## config.mk

```make
export PLATFORM = sky130hd
export DESIGN_NAME = stream_cmd_master
export DESIGN_NICKNAME = d
export VERILOG_FILES = /design/src/rtl/stream_cmd_pkg.sv /design/src/rtl/cycle_timer.sv /design/src/rtl/stream_cmd_master.sv
export SDC_FILE = /design/constraint.sdc
export NUM_CORES = 1
export LEC_CHECK = 0
export BUFFER_PORTS_ARGS = -buffer_cell sky130_fd_sc_hd__buf_2
export CELL_PAD_IN_SITES_DETAIL_PLACEMENT = 0
export CELL_PAD_IN_SITES_GLOBAL_PLACEMENT = 1
export CORE_ASPECT_RATIO = 1.75
export CORE_MARGIN = 5
export CORE_UTILIZATION = 35
export DETAILED_ROUTE_END_ITERATION = 7
export HOLD_SLACK_MARGIN = 0.06
export PLACE_DENSITY_LB_ADDON = 0.12
export SETUP_SLACK_MARGIN = 0.3
export SLEW_MARGIN = 10
export SYNTH_ARGS = -nofsm -noshare
export SYNTH_HDL_FRONTEND = slang
export SYNTH_SLANG_ARGS = --single-unit
```

## constraint.sdc

```tcl
create_clock -name clk -period 2.4 [get_ports clk]
set_clock_uncertainty 0.05 [all_clocks]
set_input_delay 0.12 -clock clk [delete_from_list [all_inputs] [get_ports clk]]
set_output_delay 0.12 -clock clk [all_outputs]
set_load 0.03 [all_outputs]
```

## src/rtl/stream_cmd_pkg.sv

```systemverilog
// Op codes, command nibbles, FSM encoding and elaboration helpers shared by
// the stream command master and its timer.
package stream_cmd_pkg;

  typedef enum logic [1:0] {
    OP_ILL  = 2'b00,
    OP_WR   = 2'b01,
    OP_RD   = 2'b10,
    OP_CONV = 2'b11
  } op_e;

  localparam logic [3:0] NIB_WR   = 4'h1;
  localparam logic [3:0] NIB_RD   = 4'h2;
  localparam logic [3:0] NIB_CONV = 4'h3;

  typedef enum logic [2:0] {
    S_IDLE,
    S_CMD_HI,
    S_CMD_GAP,
    S_DAT_HI,
    S_DAT_GAP,
    S_WAIT_CONV,
    S_RESP
  } state_e;

  localparam int TMR_W = 16;

  // Phase lengths below 2 would let the controller miss a level, so clamp.
  function automatic logic [TMR_W-1:0] clamp_len(input int v, input int hi);
    int c;
    c = (v < 2) ? 2 : ((v > hi) ? hi : v);
    return TMR_W'(c);
  endfunction

  function automatic logic [7:0] cmd_byte(input op_e op, input logic [3:0] sel);
    logic [7:0] b;
    case (op)
      OP_WR:   b = {NIB_WR, sel};
      OP_RD:   b = {NIB_RD, 2'b00, sel[1:0]};
      OP_CONV: b = {NIB_CONV, 2'b00, sel[1:0]};
      default: b = 8'h00;
    endcase
    return b;
  endfunction

endpackage

```

## src/rtl/cycle_timer.sv

```systemverilog
// Loadable down-counter; done is high during the last cycle of a loaded span.
module cycle_timer
  import stream_cmd_pkg::*;
#(
  parameter int W = TMR_W
) (
  input  logic         clk,
  input  logic         reset_n,
  input  logic         load,
  input  logic [W-1:0] load_val,
  output logic         done
);

  logic [W-1:0] cnt;

  always_ff @(posedge clk or negedge reset_n) begin
    if (!reset_n) begin
      cnt <= '0;
    end else if (load) begin
      cnt <= load_val;
    end else if (cnt != '0) begin
      cnt <= cnt - W'(1);
    end
  end

  assign done = (cnt == W'(1));

endmodule

```

## src/rtl/stream_cmd_master.sv

```systemverilog
// Host-side initiator: turns one request into the command/data pulse pair on
// the controller's stsink port and reports the outcome as a one-cycle response.
module stream_cmd_master
  import stream_cmd_pkg::*;
#(
  parameter int PULSE_CYC = 2,
  parameter int GAP_CYC   = 2,
  parameter int RD_HOLD   = 4,
  parameter int CONV_TMO  = 1024
) (
  input  logic       clk,
  input  logic       reset_n,
  input  logic       req_valid,
  output logic       req_ready,
  input  logic [1:0] req_op,
  input  logic [3:0] req_sel,
  input  logic [7:0] req_data,
  output logic       stsinkvalid,
  output logic [7:0] stsinkdata,
  output logic       stsourceready,
  input  logic       stsinkready,
  input  logic       stsourcevalid,
  input  logic [7:0] stsourcedata,
  input  logic       conv_done,
  output logic       rsp_valid,
  output logic [7:0] rsp_data,
  output logic       rsp_err
);

  localparam logic [TMR_W-1:0] PULSE_L = clamp_len(PULSE_CYC, 255);
  localparam logic [TMR_W-1:0] GAP_L   = clamp_len(GAP_CYC, 255);
  localparam logic [TMR_W-1:0] RDH_L   = clamp_len(RD_HOLD, 255);
  localparam logic [TMR_W-1:0] TMO_L   = clamp_len(CONV_TMO, 65535);

  state_e            state, state_d;
  op_e               op_q;
  logic [7:0]        data_q;
  logic              accept;
  logic              conv_seen;
  logic              timeout;
  logic              tmr_load;
  logic              tmr_done;
  logic [TMR_W-1:0]  tmr_val;
  logic              sink_valid_d;
  logic [7:0]        sink_data_d;
  logic              unused_sink_ready;

  // The controller never back-pressures a pulse; stsinkready is observed only.
  assign unused_sink_ready = stsinkready;
  assign accept  = req_valid & req_ready;
  assign timeout = (state == S_WAIT_CONV) & tmr_done & ~(conv_seen | conv_done);

  cycle_timer #(.W(TMR_W)) u_timer (
    .clk      (clk),
    .reset_n  (reset_n),
    .load     (tmr_load),
    .load_val (tmr_val),
    .done     (tmr_done)
  );

  always_comb begin
    state_d      = state;
    tmr_load     = 1'b0;
    tmr_val      = PULSE_L;
    sink_valid_d = 1'b0;
    sink_data_d  = stsinkdata;
    case (state)
      S_IDLE: begin
        if (accept) begin
          if (req_op == OP_ILL) begin
            state_d = S_RESP;
          end else begin
            state_d      = S_CMD_HI;
            tmr_load     = 1'b1;
            tmr_val      = PULSE_L;
            sink_valid_d = 1'b1;
            sink_data_d  = cmd_byte(op_e'(req_op), req_sel);
          end
        end
      end
      S_CMD_HI: begin
        if (tmr_done) begin
          state_d  = S_CMD_GAP;
          tmr_load = 1'b1;
          tmr_val  = GAP_L;
        end else begin
          sink_valid_d = 1'b1;
        end
      end
      S_CMD_GAP: begin
        if (tmr_done) begin
          state_d      = S_DAT_HI;
          tmr_load     = 1'b1;
          tmr_val      = (op_q == OP_RD) ? RDH_L : PULSE_L;
          sink_valid_d = 1'b1;
          sink_data_d  = (op_q == OP_WR) ? data_q : 8'h00;
        end
      end
      S_DAT_HI: begin
        if (tmr_done) begin
          state_d  = S_DAT_GAP;
          tmr_load = 1'b1;
          tmr_val  = GAP_L;
        end else begin
          sink_valid_d = 1'b1;
        end
      end
      S_DAT_GAP: begin
        if (tmr_done) begin
          if (op_q == OP_CONV) begin
            state_d  = S_WAIT_CONV;
            tmr_load = 1'b1;
            tmr_val  = TMO_L;
          end else begin
            state_d = S_RESP;
          end
        end
      end
      S_WAIT_CONV: begin
        if (conv_seen || conv_done || tmr_done) state_d = S_RESP;
      end
      S_RESP:  state_d = S_IDLE;
      default: state_d = S_IDLE;
    endcase
  end

  always_ff @(posedge clk or negedge reset_n) begin
    if (!reset_n) begin
      state         <= S_IDLE;
      req_ready     <= 1'b0;
      stsinkvalid   <= 1'b0;
      stsinkdata    <= 8'h00;
      stsourceready <= 1'b0;
      rsp_valid     <= 1'b0;
      rsp_data      <= 8'h00;
      rsp_err       <= 1'b0;
      conv_seen     <= 1'b0;
    end else begin
      state         <= state_d;
      req_ready     <= (state_d == S_IDLE);
      stsinkvalid   <= sink_valid_d;
      stsinkdata    <= sink_data_d;
      stsourceready <= 1'b1;
      rsp_valid     <= (state_d == S_RESP);
      if (accept) begin
        rsp_data <= 8'h00;
        rsp_err  <= (req_op == OP_ILL);
      end else if (state == S_DAT_HI && tmr_done && op_q == OP_RD) begin
        rsp_data <= stsourcedata;
        rsp_err  <= ~stsourcevalid;
      end else if (timeout) begin
        rsp_err <= 1'b1;
      end
      // A completion arriving during the data pulse or gap must not be lost.
      if (accept) begin
        conv_seen <= 1'b0;
      end else if (conv_done && (state inside {S_DAT_HI, S_DAT_GAP, S_WAIT_CONV})) begin
        conv_seen <= 1'b1;
      end
    end
  end

  always_ff @(posedge clk) begin
    if (accept) begin
      op_q   <= op_e'(req_op);
      data_q <= req_data;
    end
  end

endmodule
```

==> impl_metrics.tcl, run 1 <==
set metrics [dict create \
    syn-cell-area_sq_mm 0.00243 \
    yosysWarnings 0 \
    status "finished, final reports clean" \
    drive_gt1_share_pct 30.6 \
    num_rows 40 \
    dp_slack_ns 0.224 \
    crit_path_end_kind "register" \
    max_slew.worst_pin.slew_ns 0.526 \
    cts_sinks 51 \
    initial_core_util_pct 35.7 \
    seq_area_frac_synth_pct 54.5 \
    finalHoldViolCount 0 \
    drt_pre_antenna_iters 4 \
    cts_buffers 5 \
    cts-htree-levels 2 \
    min_from "req_sel[1]" \
    syn-num-nets 254 \
    max_freq_ghz 0.489 \
    die_width_microns 73.0 \
    grt_max_degree 33 \
    cts_tree "yes" \
    criticalPathCategory "register to register" \
    dpl_cell_area_sq_mm 0.00284 \
    routed_via_density 5.19 \
    drtIter0Drc 93 \
    leakage_uw 0.00148 \
    vias 2045 \
    area_growth_pct 34.2 \
    maxCapViolations 0 \
    path_cells "or3_4, or3_4, a221oi_4, nor3_2, a22o_1" \
    cp_slowest_stage_delay_ns 0.42 \
    holdPathStages 3 \
    critPathRequiredTime_ns 2.53 \
    slew_violations 0 \
    critPathLaunchType "register" \
    insertion_delay_ns 0.29 \
    route.final.wire_length_mm 6.01 \
    crit_top_cell "or3_4" \
    r2r_slack_ns 0.35 \
    cp_max_fo 4 \
    synthCells 224 \
    maxSlewHeadroom_pct 64.8 \
    fillers 696 \
    clkTransAtPathRegs_ns 0.07 \
    finalCriticalPeriod_ns 2.05 \
    critPathLaunch "state[1]" \
    worstReg2RegEnd "u_timer.cnt[1]" \
    cts_buffer_depth 2 \
    core-area_sq_mm 0.00681 \
    cp.arrival_ns 2.18 \
    period_share_pct 85.2 \
    r2r_cells 5 \
    port-buffer-count 47 \
    diodes 0 \
    totalNegativeSetupSlack_ns 0 \
    track_usage_pct 15.1 \
    stdcell_area_sq_mm 0.00326 \
    r2r-start "state[1]" \
    synth_seq_cells 51 \
    hold_path.class "input pin to register" \
    wl_per_cell_microns 15.2 \
    grt_pass1_vias 2103 \
    final_nets 339 \
    path_delay_family "simple AND/OR/NAND/NOR gates" \
    ir_worst_vdd_mv 0.466 \
    synth-main-ff-cell "dfrtp_1" \
    hpwl_mm 4.37 \
    slowest_stage "dfrtp_1" \
    routabilityCongestion 0.759 \
    grt-ovfl-total 0 \
    layout_common_cells "buf_2 (47), dfrtp_1 (40), buf_4 (21), nor2_1 (20), dlygate4sd3_1 (19)" \
    whs_ns 0.0669 \
    synth_cell_type_count 48 \
    syn_area_per_cell_sq_um 10.9 \
    ioPinCount 49 \
    root_buffer "clkbuf_16" \
    worst_hold_path.endpoint "stsinkdata[1]" \
    timing.final.ws_setup_ns 0.355 \
    antenna_found_initial 0 \
    final_common_cell "buf_2" \
    ys_async_sr_fraction_pct 80.4 \
    die_area_sq_mm 0.00878 \
    rsz0062_at_grt "true" \
    drc 0 \
    die_h_microns 120 \
    path_buf_inv 0 \
    ant_nets 0 \
    finalSetupViolations 0 \
    power.density_mw_per_mm2 1110 \
    synth-edff-count 10 \
    grt_pass1_wl_mm 10.1 \
]
[stage by stage]
stage,std cells,total power (uW),util [%]
2_1_floorplan,224,2340,-
3_3_place_gp,361,2770,41.7
6_report,394,3630,47.9
4_1_cts,388,3540,46.7
5_1_grt,394,3890,47.9
3_5_place_dp,361,2780,41.7
[Yosys cell counts (all sizes together) (3+ instances only)]
master / n / area share [%]
a22o: 9 / 3.2
nand2: 17 / 2.6
buf: 5 / 1.3
nor2: 20 / 3.1
o21ai: 17 / 3.5
nand4: 5 / 1.5
edfxtp: 10 / 12
nand3: 6 / 1.2
clkbuf: 4 / 0.62
xor2: 4 / 1.4
a22oi: 6 / 1.9
nor3: 9 / 2.3
dfrtp: 41 / 42
or3: 8 / 2.5
nor4: 5 / 2.5
mux2i: 3 / 1.2
xnor2: 6 / 2.2
inv: 7 / 1.1
a21oi: 12 / 2.5
[area by class of cell]
class	count	area [sq um]	share of cell area, %
repair buffers	87	583	17.9
well taps	84	105	3.22
inverters	7	26.3	0.805
clock inverters	3	18.8	0.575
flip-flops and latches	51	1330	40.7
multi-input cells	157	1080	33.0
clock buffers	5	125	3.83
[state kept, by name (all words and copies together) (netlist names)]
name / flops
u_timer.cnt: 16
data_q: 8
rsp_data: 8
stsinkdata: 8
state: 3
op_q: 2
conv_seen: 1
req_ready: 1
rsp_err: 1
rsp_valid: 1
stsinkvalid: 1
stsourceready: 1
[worst min-delay path, cell delays in order]
cell and delay (ns):
buf_2 0.08, a22oi_1 0.05, o21ai_0 0.13
[layer usage]
metal  up-vias  part of all wire, %  track usage (%)
met3        12                  3.9             2.91
li1        993                    -                -
met1       995                   37             15.8
met5         -                    0                0
met4         0                  2.7             7.85
met2        45                   56             27.4
[kinds of logic after synthesis]
group                      count (synthesis)  share of synthesized area, %
AOI/OAI and AO/OA                         57                          16.0
xor gates and xnor gates                  10                          3.60
muxes                                      3                          1.23
DFF                                       51                          54.5
buffers and inverters                     16                          3.03
and+or+nand+nor                           84                          20.4
other                                      1                         0.154
adders and majority gates                  2                          1.03
[what timing repair did]
item / 4_1_cts / 5_1_grt
endpoints found under the hold margin: 37 / 0
pin swaps: 1 / 3
gates resized for setup: 4 / 8
setup buffers: 0 / 6
hold buffers: 19 / 0
endpoints found under the setup margin: 33 / 28
[worst max-delay path by stage]
| stage | to | slack, ns | cells after the start |
|---|---|---|---|
| 6_report | u_timer.cnt[1] | 0.35 | 5 |
| 5_1_grt | u_timer.cnt[1] | 0.25 | 5 |
| 4_1_cts | u_timer.cnt[1] | 0.28 | 5 |
| 3_5_place_dp | u_timer.cnt[1] | 0.22 | 6 |
| 3_3_place_gp | u_timer.cnt[1] | 0.25 | 6 |
| 2_1_floorplan | u_timer.cnt[1] | 0.35 | 7 |
[power breakdown]
group | switching [uW] | leakage [uW] | internal [uW] | total, uW
clock | 314 | 0.0000740 | 386 | 700
sequential | 258 | 0.000628 | 1140 | 1400
combinational | 867 | 0.000773 | 664 | 1530
(Power assumes the default switching activity.)
==> run 2, diff against run 1 <==
- BUFFER_PORTS_ARGS: -buffer_cell sky130_fd_sc_hd__buf_2 -> -buffer_cell sky130_fd_sc_hd__clkbuf_2
==> impl_metrics.tcl, run 2 (synthesized netlist as in run 1, its figures left out) <==
set metrics [dict create \
    status "finished, final reports clean" \
    track_usage_pct 14.8 \
    routed_via_density 5.09 \
    hpwl_mm 4.37 \
    finalHoldViolCount 0 \
    wl_per_cell_microns 14.9 \
    ir_worst_vdd_mv 0.556 \
    cp.arrival_ns 2.19 \
    totalNegativeSetupSlack_ns 0 \
    area_growth_pct 36.1 \
    grt_pass1_wl_mm 10.0 \
    antenna_found_initial 0 \
    period_share_pct 85.6 \
    die_area_sq_mm 0.00878 \
    num_rows 40 \
    final_common_cell "clkbuf_2" \
    initial_core_util_pct 35.7 \
    path_cells "or3_4, or3_4, a221oi_4, nor3_2, a22o_1" \
    rsz0062_at_grt "true" \
    maxCapViolations 0 \
    hold_path.class "input pin to register" \
    crit_top_cell "or3_4" \
    grt_max_degree 33 \
    drt_pre_antenna_iters 4 \
    crit_path_end_kind "register" \
    finalCriticalPeriod_ns 2.05 \
    stdcell_area_sq_mm 0.00331 \
    cts_buffer_depth 2 \
    grt_pass1_vias 2128 \
    path_delay_family "simple AND/OR/NAND/NOR gates" \
    finalNonFillerCells 396 \
    ant_nets 0 \
    route.final.wire_length_mm 5.89 \
    clkTransAtPathRegs_ns 0.07 \
    max_freq_ghz 0.487 \
    cts_tree "yes" \
    slew_violations 0 \
    layout_common_cells "clkbuf_2 (47), dfrtp_1 (40), buf_4 (21), nor2_1 (20), dlygate4sd3_1 (20)" \
    cp_max_fo 4 \
    path_buf_inv 0 \
    die_width_microns 73.0 \
    maxSlewHeadroom_pct 65.1 \
    leakage_uw 0.00148 \
    slowest_stage "dfrtp_1" \
    root_buffer "clkbuf_16" \
    grt-ovfl-total 0 \
    drc 0 \
    drive_gt1_share_pct 30.4 \
    cts_sinks 51 \
    dp_cells 361 \
    ioPinCount 49 \
    vias 2016 \
    largest-register "u_timer.cnt" \
    finalSetupViolations 0 \
    cp_slowest_stage_delay_ns 0.42 \
    power.density_mw_per_mm2 1140 \
    die_h_microns 120 \
    final_nets 341 \
    cts-htree-levels 2 \
    cts_buffers 5 \
    diodes 0 \
    core-area_sq_mm 0.00681 \
    insertion_delay_ns 0.29 \
    largest_reg_flops 16 \
    dpl_cell_area_sq_mm 0.00284 \
    max_slew.worst_pin.slew_ns 0.522 \
    port-buffer-count 47 \
    critPathRequiredTime_ns 2.53 \
    routabilityCongestion 0.756 \
    drtIter0Drc 34 \
    critPathLaunchType "register" \
    criticalPathCategory "register to register" \
]
[run 2: cell types whose count changed in the layout (fill, tap and decap cells not counted), sizes merged]
cell | previous run | this run
clkbuf | 5 | 52
buf | 68 | 22
clkinv | 2 | 0
clkinvlp | 0 | 1
bufinv | 0 | 1
dlygate4sd3 | 19 | 20
[run 2: final timing paths]
path | startpoint | end | slack (ns) | cells after the start
worst max-delay path | state[1] | u_timer.cnt[1] | 0.35 | 5
worst min-delay path | req_sel[0] | stsinkdata[0] | 0.07 | 3
worst max register to register | state[1] | u_timer.cnt[1] | 0.35 | 5
worst min register to register | stsinkdata[7] | stsinkdata[7] | 0.43 | 2
max in group asynchronous | reset_n | state[2] | 1.40 | 3
min in group asynchronous | reset_n | stsinkdata[6] | 0.17 | 2
[run 2: what timing repair did]
| action | CTS | global route |
|---|---|---|
| endpoints found under the setup margin | 33 | 30 |
| hold buffers | 20 | 0 |
| setup buffers | 0 | 7 |
| gates resized for setup | 3 | 9 |
| pin swaps | 1 | 3 |
| hold endpoints to repair | 31 | 0 |
| gates cloned | 0 | 0 |
[run 2: worst min-delay path, stage by stage]
cell	delay, ns
clkbuf_2	0.07
a22oi_1	0.05
o21ai_0	0.13
[run 2: layout make-up]
class,count,area (sq um)
Clock inverter,3,46.3
Tap cell,84,105
Sequential cell,51,1330
Multi-Input combinational cell,157,1070
Inverter,7,26.3
Clock buffer,5,125
Timing Repair Buffer,89,604
Fill cell,687,3500
[run 2: metrics by stage]
stage               power [uW]  hold WS (ns)  worst slack [ns]  util [%]
finish                    3770        0.0660             0.346      48.6
global route              4030         0.102             0.231      48.6
CTS                       3660        0.0615             0.291      47.3
detailed placement        2780       -0.0485             0.225      41.7
global placement          2770       -0.0438             0.251      41.7
floorplan                 2340        -0.226             0.353         -
[run 2: report_power, final]
| group | switching (uW) | leakage (uW) | total [uW] | internal, uW |
|---|---|---|---|---|
| registers | 259 | 0.000628 | 1400 | 1140 |
| logic | 874 | 0.000776 | 1550 | 678 |
| clock network | 318 | 0.0000804 | 813 | 495 |
| total | 1450 | 0.00148 | 3770 | 2320 |
[run 2: metal layers]
metal  routed length, microns  GRT usage [%]
met4                      194           8.43
met2                     3340           27.1
met3                      218           3.08
met1                     2140           14.7
met5                        0              0
